## src/rtl/mvm_pkg.sv

```systemverilog
// Shared types for the tiled matrix-vector scheduler: FSM states, pipeline tag
// layout and the default core latency helper.
package mvm_pkg;

  localparam int TAG_ROW_W = 8;

  typedef enum logic [1:0] {
    IDLE,
    RUN,
    DRAIN,
    DONE
  } state_t;

  typedef struct packed {
    logic                 valid;
    logic                 first_col;
    logic                 last_col;
    logic [TAG_ROW_W-1:0] row;
  } tag_t;

  // One multiply stage, one stage per adder-tree level, one output stage.
  function automatic int core_lat(input int cols);
    return 2 + $clog2(cols);
  endfunction

endpackage

```

## src/rtl/mvm_tag_pipe.sv

```systemverilog
// Enable-gated tag shift register that shadows the core pipeline, so each core
// output can be matched to the tile (or bubble) that produced it.
module mvm_tag_pipe
  import mvm_pkg::*;
#(
  parameter int DEPTH = 4
) (
  input  logic clk,
  input  logic rstn,
  input  logic en,
  input  tag_t din,
  output tag_t dout,
  output logic any_valid
);

  tag_t tag [1:DEPTH];

  always_ff @(posedge clk or negedge rstn) begin
    if (!rstn) begin
      for (int k = 1; k <= DEPTH; k++) tag[k] <= '0;
    end else if (en) begin
      tag[1] <= din;
      for (int k = 2; k <= DEPTH; k++) tag[k] <= tag[k-1];
    end
  end

  always_comb begin
    any_valid = 1'b0;
    for (int k = 1; k <= DEPTH; k++) any_valid = any_valid | tag[k].valid;
  end

  assign dout = tag[DEPTH];

endmodule

```

## src/rtl/mvm_tile_scheduler.sv

```systemverilog
// Runs a large matrix-vector product on one core by issuing tiles row-major,
// accumulating partial sums across column tiles and emitting one result per row tile.
//
// state | meaning
// IDLE  | waiting for start; cfg latched on start
// RUN   | requesting operand tiles until the last tile issues
// DRAIN | waiting for in-flight tiles and the output buffer to empty
// DONE  | one-cycle done pulse
module mvm_tile_scheduler
  import mvm_pkg::*;
#(
  parameter int ROWS       = 4,
  parameter int COLS       = 4,
  parameter int WIDTH      = 8,
  parameter int ACC_WIDTH  = 24,
  parameter int CORE_LAT   = core_lat(COLS),
  parameter int TILE_IDX_W = 8
) (
  input  logic                      clk,
  input  logic                      rstn,
  input  logic                      start,
  input  logic [TILE_IDX_W-1:0]     cfg_row_tiles,
  input  logic [TILE_IDX_W-1:0]     cfg_col_tiles,
  output logic                      busy,
  output logic                      done,
  output logic                      op_req,
  output logic [TILE_IDX_W-1:0]     op_row,
  output logic [TILE_IDX_W-1:0]     op_col,
  input  logic                      op_valid,
  output logic                      core_cen,
  input  logic [ROWS*WIDTH-1:0]     core_y,
  output logic                      out_valid,
  input  logic                      out_ready,
  output logic [TILE_IDX_W-1:0]     out_row,
  output logic [ROWS*ACC_WIDTH-1:0] out_data
);

  state_t                state;
  logic [TILE_IDX_W-1:0] row_last;
  logic [TILE_IDX_W-1:0] col_last;
  logic                  stall;
  logic                  issue;
  logic                  last_issue;
  logic                  any_valid;
  logic                  consume;
  tag_t                  tag_in;
  tag_t                  tag_out;
  logic [ACC_WIDTH-1:0]  acc   [ROWS];
  logic [ACC_WIDTH-1:0]  y_ext [ROWS];

  // A full, unaccepted output buffer freezes the whole pipe, so no consume can overwrite it.
  assign stall      = out_valid && !out_ready;
  assign issue      = op_req && op_valid && !stall;
  assign core_cen   = !stall && (issue || any_valid);
  assign last_issue = issue && (op_row == row_last) && (op_col == col_last);
  assign consume    = core_cen && tag_out.valid;

  always_comb begin
    tag_in = '0;
    if (issue) begin
      tag_in.valid     = 1'b1;
      tag_in.first_col = (op_col == '0);
      tag_in.last_col  = (op_col == col_last);
      tag_in.row       = TAG_ROW_W'(op_row);
    end
  end

  always_comb begin
    for (int i = 0; i < ROWS; i++) y_ext[i] = ACC_WIDTH'($signed(core_y[i*WIDTH +: WIDTH]));
  end

  mvm_tag_pipe #(
    .DEPTH(CORE_LAT)
  ) u_tag_pipe (
    .clk      (clk),
    .rstn     (rstn),
    .en       (core_cen),
    .din      (tag_in),
    .dout     (tag_out),
    .any_valid(any_valid)
  );

  always_ff @(posedge clk or negedge rstn) begin
    if (!rstn) begin
      state    <= IDLE;
      busy     <= 1'b0;
      done     <= 1'b0;
      op_req   <= 1'b0;
      op_row   <= '0;
      op_col   <= '0;
      row_last <= '0;
      col_last <= '0;
    end else begin
      done <= 1'b0;
      case (state)
        IDLE: begin
          if (start) begin
            row_last <= cfg_row_tiles;
            col_last <= cfg_col_tiles;
            op_row   <= '0;
            op_col   <= '0;
            op_req   <= 1'b1;
            busy     <= 1'b1;
            state    <= RUN;
          end
        end
        RUN: begin
          if (last_issue) begin
            op_req <= 1'b0;
            op_row <= '0;
            op_col <= '0;
            state  <= DRAIN;
          end else if (issue) begin
            if (op_col == col_last) begin
              op_col <= '0;
              op_row <= op_row + 1'b1;
            end else begin
              op_col <= op_col + 1'b1;
            end
          end
        end
        DRAIN: begin
          if (!any_valid && (!out_valid || out_ready)) begin
            done  <= 1'b1;
            state <= DONE;
          end
        end
        DONE: begin
          busy  <= 1'b0;
          state <= IDLE;
        end
        default: begin
          busy   <= 1'b0;
          op_req <= 1'b0;
          state  <= IDLE;
        end
      endcase
    end
  end

  always_ff @(posedge clk or negedge rstn) begin
    if (!rstn) begin
      for (int i = 0; i < ROWS; i++) acc[i] <= '0;
      out_valid <= 1'b0;
      out_row   <= '0;
      out_data  <= '0;
    end else begin
      if (consume) begin
        for (int i = 0; i < ROWS; i++) begin
          acc[i] <= tag_out.first_col ? y_ext[i] : acc[i] + y_ext[i];
          if (tag_out.last_col)
            out_data[i*ACC_WIDTH +: ACC_WIDTH] <= (tag_out.first_col ? '0 : acc[i]) + y_ext[i];
        end
      end
      if (consume && tag_out.last_col) begin
        out_valid <= 1'b1;
        out_row   <= TILE_IDX_W'(tag_out.row);
      end else if (out_valid && out_ready) begin
        out_valid <= 1'b0;
      end
    end
  end

endmodule

```

## config.mk

```make
export PLATFORM = sky130hd
export DESIGN_NAME = mvm_tile_scheduler
export DESIGN_NICKNAME = d
export VERILOG_FILES = /design/src/rtl/mvm_pkg.sv /design/src/rtl/mvm_tag_pipe.sv /design/src/rtl/mvm_tile_scheduler.sv
export SDC_FILE = /design/constraint.sdc
export NUM_CORES = 1
export LEC_CHECK = 0
export ABC_CLOCK_PERIOD_IN_PS = 5700
export BUFFER_PORTS_ARGS = -buffer_cell sky130_fd_sc_hd__buf_2
export CORE_MARGIN = 4
export CORE_UTILIZATION = 45
export CTS_BUF_LIST = sky130_fd_sc_hd__clkbuf_4 sky130_fd_sc_hd__clkbuf_8 sky130_fd_sc_hd__clkbuf_16
export DETAILED_ROUTE_END_ITERATION = 10
export GPL_TIMING_DRIVEN = 1
export PLACE_DENSITY = 0.73
export SETUP_SLACK_MARGIN = 0.2
export SYNTH_ARGS = -nofsm -noshare
export SYNTH_HDL_FRONTEND = slang
export SYNTH_HIERARCHICAL = 1
export SYNTH_SLANG_ARGS = --single-unit
```

## constraint.sdc

```tcl
create_clock -name clk -period 5.7 [get_ports clk]
set_input_delay 1.71 -clock clk [delete_from_list [all_inputs] [get_ports clk]]
set_output_delay 1.71 -clock clk [all_outputs]
set_load 0.05 [all_outputs]
```

After elaboration in Yosys (flattened, before gate mapping)
Index checks and enable logic that the tools add are counted. W data, S select, Z words.

Divide/modulo/power cells: 0. Shift operators: 0. Multiplexer cells: 30. Eq/ne operators: 10. Bitwise operators: 3. Reductions and logical operators: 28. Multipliers: 0. Magnitude comparators: 0. Add/subtract/negate cells: 10.

Operators by type and width (number): $add A24 B24 Y24 (8); $mux W24 (8); $mux W8 (7); $pmux W8 S2 (2); $add A8 B1 Y8 const B (2); $eq A8 B8 Y1 (2); $mux W11 (1); $logic_and A1 B1 Y1 (10); $reduce_and A3 Y1 (3); $logic_not A8 Y1 (1); $pmux W2 S4 (1); $mux W1 (6); $mux W2 (3); $ne A2 B2 Y1 const B (3); $ne A3 B3 Y1 const B (2); $reduce_and A2 Y1 (3); $reduce_bool A2 Y1 (3); $eq A2 B2 Y1 const B (2); $logic_not A1 Y1 (4); $pmux W1 S2 (2); $reduce_and A4 Y1 (1); $or A1 B1 Y1 (3); $eq A2 B1 Y1 const B (1); $logic_not A2 Y1 (1); $logic_or A1 B1 Y1 (2).

Memories kept: 0. Register bits after elaboration: 282. Memory bits (writable): 0. Memory bits (read-only): 0. Logic and storage cells: 112. Latch bits: 0.

Depth between registers and ports, before layout
Gate-level depths: netlist (run 1).

Depth in word-level cells: 9. Mapped depth: 17. Depth with buffers taken out: 13.

Cells and area by module
Netlist (run 1), hierarchy kept.

Modules (own cells, without submodules): mvm_tile_scheduler (area each 18913.1 um^2, cells each 2174, times used 1, sequential area each 5955.7 um^2); mvm_tag_pipe (area each 1928.1 um^2, cells each 105, times used 1, sequential area each 1101.1 um^2).

Least setup slack after synthesis (run 1)
OpenSTA, ideal clock, no wires.

Kind: input -> register. From: input core_y[24]. To: register out_data[92]. Arrival: 4217 ps. Stages: 12. Path buffers: 0. Required time: 5567 ps. Setup time: 133 ps. Path slack: 1350 ps. Cells stage by stage: ha_1 > fa_1 > a211oi_1 > o21ba_2 > o211ai_1 > a31oi_2 > o211ai_1 > o211a_1 > or4_1 > a31oi_1 > xor2_1 > o21ai_0.

Longest elaborated chain between the ends: 1.

RTL lines: start, declared (line mvm_tile_scheduler.sv:31) `input logic [ROWS*WIDTH-1:0] core_y,`; $add A24 B24 Y24 (line mvm_tile_scheduler.sv:152) `out_data[i*ACC_WIDTH +: ACC_WIDTH] <= (tag_out.first_col ? '0 : acc[i]) + y_ext[i];`; end signal, assigned by index (line mvm_tile_scheduler.sv:152); end, declared (line mvm_tile_scheduler.sv:35) `output logic [ROWS*ACC_WIDTH-1:0] out_data`.

Every way passes these cells. A chain may end at the register's enable or synchronous reset.

Final worst setup path (run 1)
From: input core_y[8]. To: register out_data[46].

The elaborated chain is that of the path after synthesis.

==> metrics.txt, run 1 <==
TritonCTS buffer count 37; wl on met1 23,000 microns; Async SR Flop Fraction 100%; gate count after technology mapping 2,279; yosys warns 6; I/O Buffers 177; Clock Skews 0.0104 ns; fin crit period 4.43 ns; first-pass GRT wire length 85,100 microns; vias 17,100; Worst setup EP type flip-flop; reg2reg end out_data[46]; num ports 178; PwrDens 210 mW/mm^2; Resized Gates After CTS 0; LEAKAGE 12.2 nW; max-cap violations 0; Worst Reg-to-Reg Cells 13; Area Overhead vs Synth 13.1%; diode count 0; Post-synth EDFFs 0; row count 78; # setup viols final 0; Worst Tran Pin Value 1.21 ns; Clock Latency Late Sink 0.56 ns; clk sinks 282; CP startpoint kind input port; Reg2Reg Setup Slack 1.47 ns; initial antenna violation count 0; Main synth FF type dfrtp_1; RSZ-0062 raised after global routing false; Die H 223 microns; Rel. slew slack 18.7%; gpl congestion 0.874; CTS Hold Bufs 0; Highest Signal Layer met4; post-synthesis register bit count 282; Syn Area/Cell 9.14 sq um; CP top delay family compound AO/OA/AOI/OAI gates; Distinct cells, synth 79; Hold Crit Depth 2; final core occ 51.7%; filler cell count 4,101; largest net degree at the start of global routing 125; critical-path cell list buf_2 > ha_1 > fa_1 > a21o_1 > a21o_1 > a21o_1 > o21ai_0 > a31oi_1 > o41ai_1 > o21ai_0 > a21oi_1 > xor2_1 > o21ai_0; postcts setup bufs 0; Final ANT Viol Nets 0; Core ar. 0.0456 sq mm; post-DP HPWL 35,700 microns; DRC errors left 0; hold_sp out_data[91]; Worst Path Max Fanout 3; reg2reg start u_tag_pipe/dout[9]; Initial Utilization 45.7%; Met3 Wirelength 2480 microns; Max Fclk 226 MHz; Hold Path End out_data[91]; Critical-path top delay cell o41ai_1; routed wire length 49,900 microns; worst vdd ir 0.226 mV; CP Data Required Time 6.13 ns; Worst EP arrival 4.86 ns; DR WL met2 23,300 microns; fin crit share 77.7%; CTS tree done; Crit path largest cell delay 0.59 ns; worst hold path type reg2reg; final hold violations 0; drt pass-1 iters 5; layout cell share with drive strength beyond 1 15.1%; clock root buffer master clkbuf_16; final worst setup slack 1.27 ns; Net Count, Synth 2,531; Vias/cell 5.63; final net count 2,664; Seq/Total Area, Yosys 33.9%; critical path class in2reg; Die Width 223 microns; grt ovf 0; DRT iter0 DRCs 1,078; vias in the first global route 17,400; final slew viol count 0; Place WS 0.723 ns; Mapped Area 0.0208 sq mm; status finished clean; H-tree depth 2; Setup TNS Final 0 ns; largest buffer count on any clock path 3; clock slew at reported path FFs 0.06 ns; Global Route Usage Sum 19.9%; die area 0.0498 sq mm; Buf+Inv Stages, Crit Path 1; WL per Instance 16.4 microns
## worst max path at each step
stage / startpoint / to / depth (start not counted)
after CTS: core_y[8] / out_data[46] / 13
after global routing: core_y[8] / out_data[44] / 13
after global placement: core_y[8] / out_data[46] / 13
after detailed placement: core_y[8] / out_data[46] / 13
after floorplan: core_y[24] / out_data[92] / 12
final: core_y[8] / out_data[46] / 13
## flip-flops by register name (all words and copies together), names as in the netlist
signal and cells:
acc 96, out_data 96, u_tag_pipe/tag 33, u_tag_pipe/dout 11, col_last 8, op_col 8
op_row 8, out_row 8, row_last 8, state 2, busy 1, done 1
op_req 1, out_valid 1
## cell usage after synthesis (all sizes together), types with 6 or more instances
library cell | number | area share (%)
o211ai | 40 | 1.4
fa | 8 | 0.77
nand2b | 25 | 0.75
ha | 191 | 11
nor3 | 38 | 0.94
a21oi | 156 | 3.7
buf | 28 | 1.1
nand4 | 28 | 0.84
a21boi | 6 | 0.23
o21ai | 201 | 4.8
nor2 | 121 | 2.2
and2 | 17 | 0.51
a311oi | 7 | 0.29
a211oi | 21 | 0.76
a31oi | 19 | 0.60
inv | 60 | 1.1
o22a | 13 | 0.55
mux2 | 79 | 5.0
a21o | 101 | 3.6
o21bai | 28 | 1.0
a221o | 10 | 0.48
dfrtp | 282 | 34
nand2 | 219 | 4.0
nand3 | 32 | 0.77
a2111oi | 7 | 0.42
or2 | 6 | 0.18
or3 | 7 | 0.21
nor2b | 118 | 3.5
clkbuf | 75 | 1.4
nor4 | 8 | 0.24
o31ai | 15 | 0.63
mux2i | 11 | 0.53
o21a | 48 | 1.7
xor2 | 78 | 3.3
xnor2 | 90 | 3.8
a221oi | 6 | 0.25
and3 | 27 | 0.81
## power by group
part | total [mW] | internal, mW | switching [mW] | leakage [nW]
registers | 2.00 | 2.00 | 0.0000000000993 | 3.90
logic | 0.367 | 0.137 | 0.230 | 7.60
clock network | 2.57 | 1.59 | 0.978 | 0.673
## worst min-delay path: stages, from the launching register on
cell and delay (ns):
dfrtp_1 0.33, nand2_1 0.04, o21ai_0 0.06
## stage by stage
step	cell area, sq um	power, mW	hold slack (ns)	std cells
3_3_place_gp	22200	2.40	0.456	2973
2_1_floorplan	20800	2.26	0.457	2279
3_5_place_dp	22200	2.41	0.465	2973
6_report	23600	4.94	0.469	3040
5_1_grt	23600	5.15	0.503	3040
4_1_cts	23600	5.02	0.478	3040
## cell type report
cell class                      instances  area (sq um)  share of cell area [%]
Clock buffer                           48          1050                    4.46
Clock inverter                         19           307                    1.30
Inverter                               60           225                   0.955
Multi-Input combinational cell       1834         13100                    55.5
Sequential cell                       282          7060                    29.9
Tap cell                              600           751                    3.18
Timing Repair Buffer                  197          1110                    4.70
## per-layer routing
| metal | GRT usage [%] | vias up |
|---|---|---|
| met5 | 0 | - |
| met4 | 5.69 | 0 |
| met3 | 3.79 | 71 |
| met2 | 33.1 | 350 |
| met1 | 26.5 | 8186 |
| li1 | - | 8513 |
## cells in the final DEF, fill, tap and decap left out, types with 25 or more instances in the layout
cell       Yosys  final
nor2_1       121    120
o21a_1        48     48
xor2_1        78     78
a21o_1       100    100
nand2_1      218    216
a21oi_1      156    156
and3_1        27     27
clkbuf_16      0     37
o21bai_1      28     28
buf_2          2    176
nand2b_1      25     25
nor3_1        37     37
ha_1         191    191
dfrtp_1      282    281
nor2b_1      118    118
inv_1         60     60
mux2_2        39     39
nand4_1       28     28
xnor2_1       90     90
mux2_4        40     40
nand3_1       32     32
o211ai_1      40     40
o21ai_0      199    199
## logic make-up after synthesis
group                      count (synthesis)  synth area share [%]
AOI/OAI and AO/OA                        719                  22.4
and+or+nand+nor                          658                  15.4
DFF                                      282                  33.9
adders and majority gates                199                  12.2
xor gates and xnor gates                 168                  7.06
buffers and inverters                    163                  3.49
muxes                                     90                  5.52
Note: power is estimated with default switching activity, not from simulation.
==> inputs of run 2 (changes only) <==
--- a/config.mk
+++ b/config.mk
@@ -5,7 +5,7 @@
 export SDC_FILE = /design/constraint.sdc
 export NUM_CORES = 1
 export LEC_CHECK = 0
-export ABC_CLOCK_PERIOD_IN_PS = 5700
+export ABC_CLOCK_PERIOD_IN_PS = 4520
 export BUFFER_PORTS_ARGS = -buffer_cell sky130_fd_sc_hd__buf_2
 export CORE_MARGIN = 4
 export CORE_UTILIZATION = 45
==> constraint.sdc (replaced) <==
create_clock -name clk -period 4.52 [get_ports clk]
set_input_delay 1.356 -clock clk [delete_from_list [all_inputs] [get_ports clk]]
set_output_delay 1.356 -clock clk [all_outputs]
set_load 0.05 [all_outputs]
==> metrics.txt, run 2 (synthesis gave the netlist of run 1 again) <==
Clock Skews 0.0184 ns; Max Fclk 253 MHz; grt ovf 0; Die Width 223 microns; Worst Tran Pin Value 0.848 ns; LEAKAGE 12.2 nW; clk sinks 282; vias in the first global route 17,200; final slew viol count 0; largest buffer count on any clock path 3; CP Data Required Time 4.93 ns; Global Route Usage Sum 19.8%; first-pass GRT wire length 85,000 microns; DRC errors left 0; diode count 0; worst hold path type reg2reg; layout cell share with drive strength beyond 1 15.5%; fin crit share 87.3%; most frequent cells in the layout 281 x dfrtp_1, 216 x nand2_1, 199 x o21ai_0; reg2reg start u_tag_pipe/dout[9]; Clock Latency Late Sink 0.55 ns; fin crit period 3.95 ns; WL per Instance 16.6 microns; reg2reg end out_data[45]; post-DP HPWL 37,100 microns; Highest Signal Layer met4; largest net degree at the start of global routing 105; worst vdd ir 0.228 mV; DR WL met2 24,300 microns; gpl congestion 0.867; Vias/cell 5.67; Hold Path End out_data[87]; clock root buffer master clkbuf_16; PwrDens 247 mW/mm^2; final hold violations 0; Core ar. 0.0456 sq mm; CTS tree done; wl on met1 23,300 microns; RSZ-0062 raised after global routing false; final net count 2,680; I/O Buffers 177; vias 17,300; Met3 Wirelength 2480 microns; row count 78; postcts setup bufs 0; status finished clean; Worst Path Max Fanout 33; Worst EP arrival 4.36 ns; clock slew at reported path FFs 0.06 ns; initial antenna violation count 1; H-tree depth 2; num ports 178; DRT iter0 DRCs 1,098; TritonCTS buffer count 35; # setup viols final 0; Final ANT Viol Nets 0; CP startpoint kind flip-flop; die area 0.0498 sq mm; Initial Utilization 45.7%; commonest non-fill, non-tap cell in the layout dfrtp_1; WHS 0.472 ns; routed wire length 50,800 microns; Worst setup EP type flip-flop; hold_sp out_data[87]; final worst setup slack 0.572 ns; critical path class reg2reg; Area Overhead vs Synth 13.1%; top flop regs acc: 96 flops, out_data: 96 flops, u_tag_pipe/tag: 33 flops; Worst Reg-to-Reg Cells 14; Reg2Reg Setup Slack 0.57 ns; Setup TNS Final 0 ns; Resized Gates After CTS 0; max-cap violations 0; Rel. slew slack 43.5%; Hold Crit Depth 2; Die H 223 microns; drt pass-1 iters 5; CTS Hold Bufs 0; Place WS 0.00490 ns
## run 2: layout make-up
class | instances | area [sq um]
timing repair buffer | 215 | 1290
fill | 4214 | 22000
sequential | 282 | 7060
clock buffer | 52 | 1060
tap | 600 | 751
clock inverter | 9 | 110
multi-input combinational | 1834 | 13100
inverter | 60 | 225
## run 2: where the power goes
part	internal, mW	total (mW)	switching (mW)	leakage [nW]
Sequential	2.53	2.53	0.000000000118	3.90
Combinational	0.179	0.472	0.293	7.70
Clock	1.69	2.84	1.14	0.589
Total	4.40	5.83	1.44	12.2
## run 2: worst max-delay path, stage by stage (launching register included)
cell       delay (ns)
dfrtp_4          0.67
buf_4            0.26
nor2_1           0.19
ha_1             0.27
a21o_1           0.15
a21o_1           0.21
a2111oi_0        0.44
buf_4            0.19
nor4_1           0.07
o21ai_1          0.23
a21oi_1          0.17
a2111oi_0        0.58
o21bai_1         0.15
xnor2_1          0.15
o21ai_0          0.08
## run 2: worst max path at each step
stage	endpoint	slack [ns]	cells after the start	start
2_1_floorplan	out_data[92]	0.52	12	core_y[24]
3_3_place_gp	out_data[46]	0.07	14	core_y[8]
3_5_place_dp	out_data[44]	0.005	14	core_y[8]
4_1_cts	out_data[44]	0.59	14	core_y[8]
5_1_grt	out_data[45]	0.30	14	u_tag_pipe/dout[9]
6_report	out_data[45]	0.57	14	u_tag_pipe/dout[9]
## run 2: through the flow
step                      instances  utilization, %  instance area [sq um]  power, mW
after floorplan                2279               -                  20800       2.85
after global placement         2991            49.2                  22400       3.03
after detailed placement       2991            49.2                  22400       3.04
after CTS                      3052            51.7                  23600       5.93
after global routing           3052            51.7                  23600       6.09
final                          3052            51.7                  23600       5.83
## run 2: layer usage
| metal | vias up | track usage [%] |
|---|---|---|
| met4 | 0 | 3.64 |
| met1 | 8374 | 26.2 |
| li1 | 8534 | - |
| met5 | - | 0 |
| met2 | 326 | 34.2 |
| met3 | 64 | 4.03 |
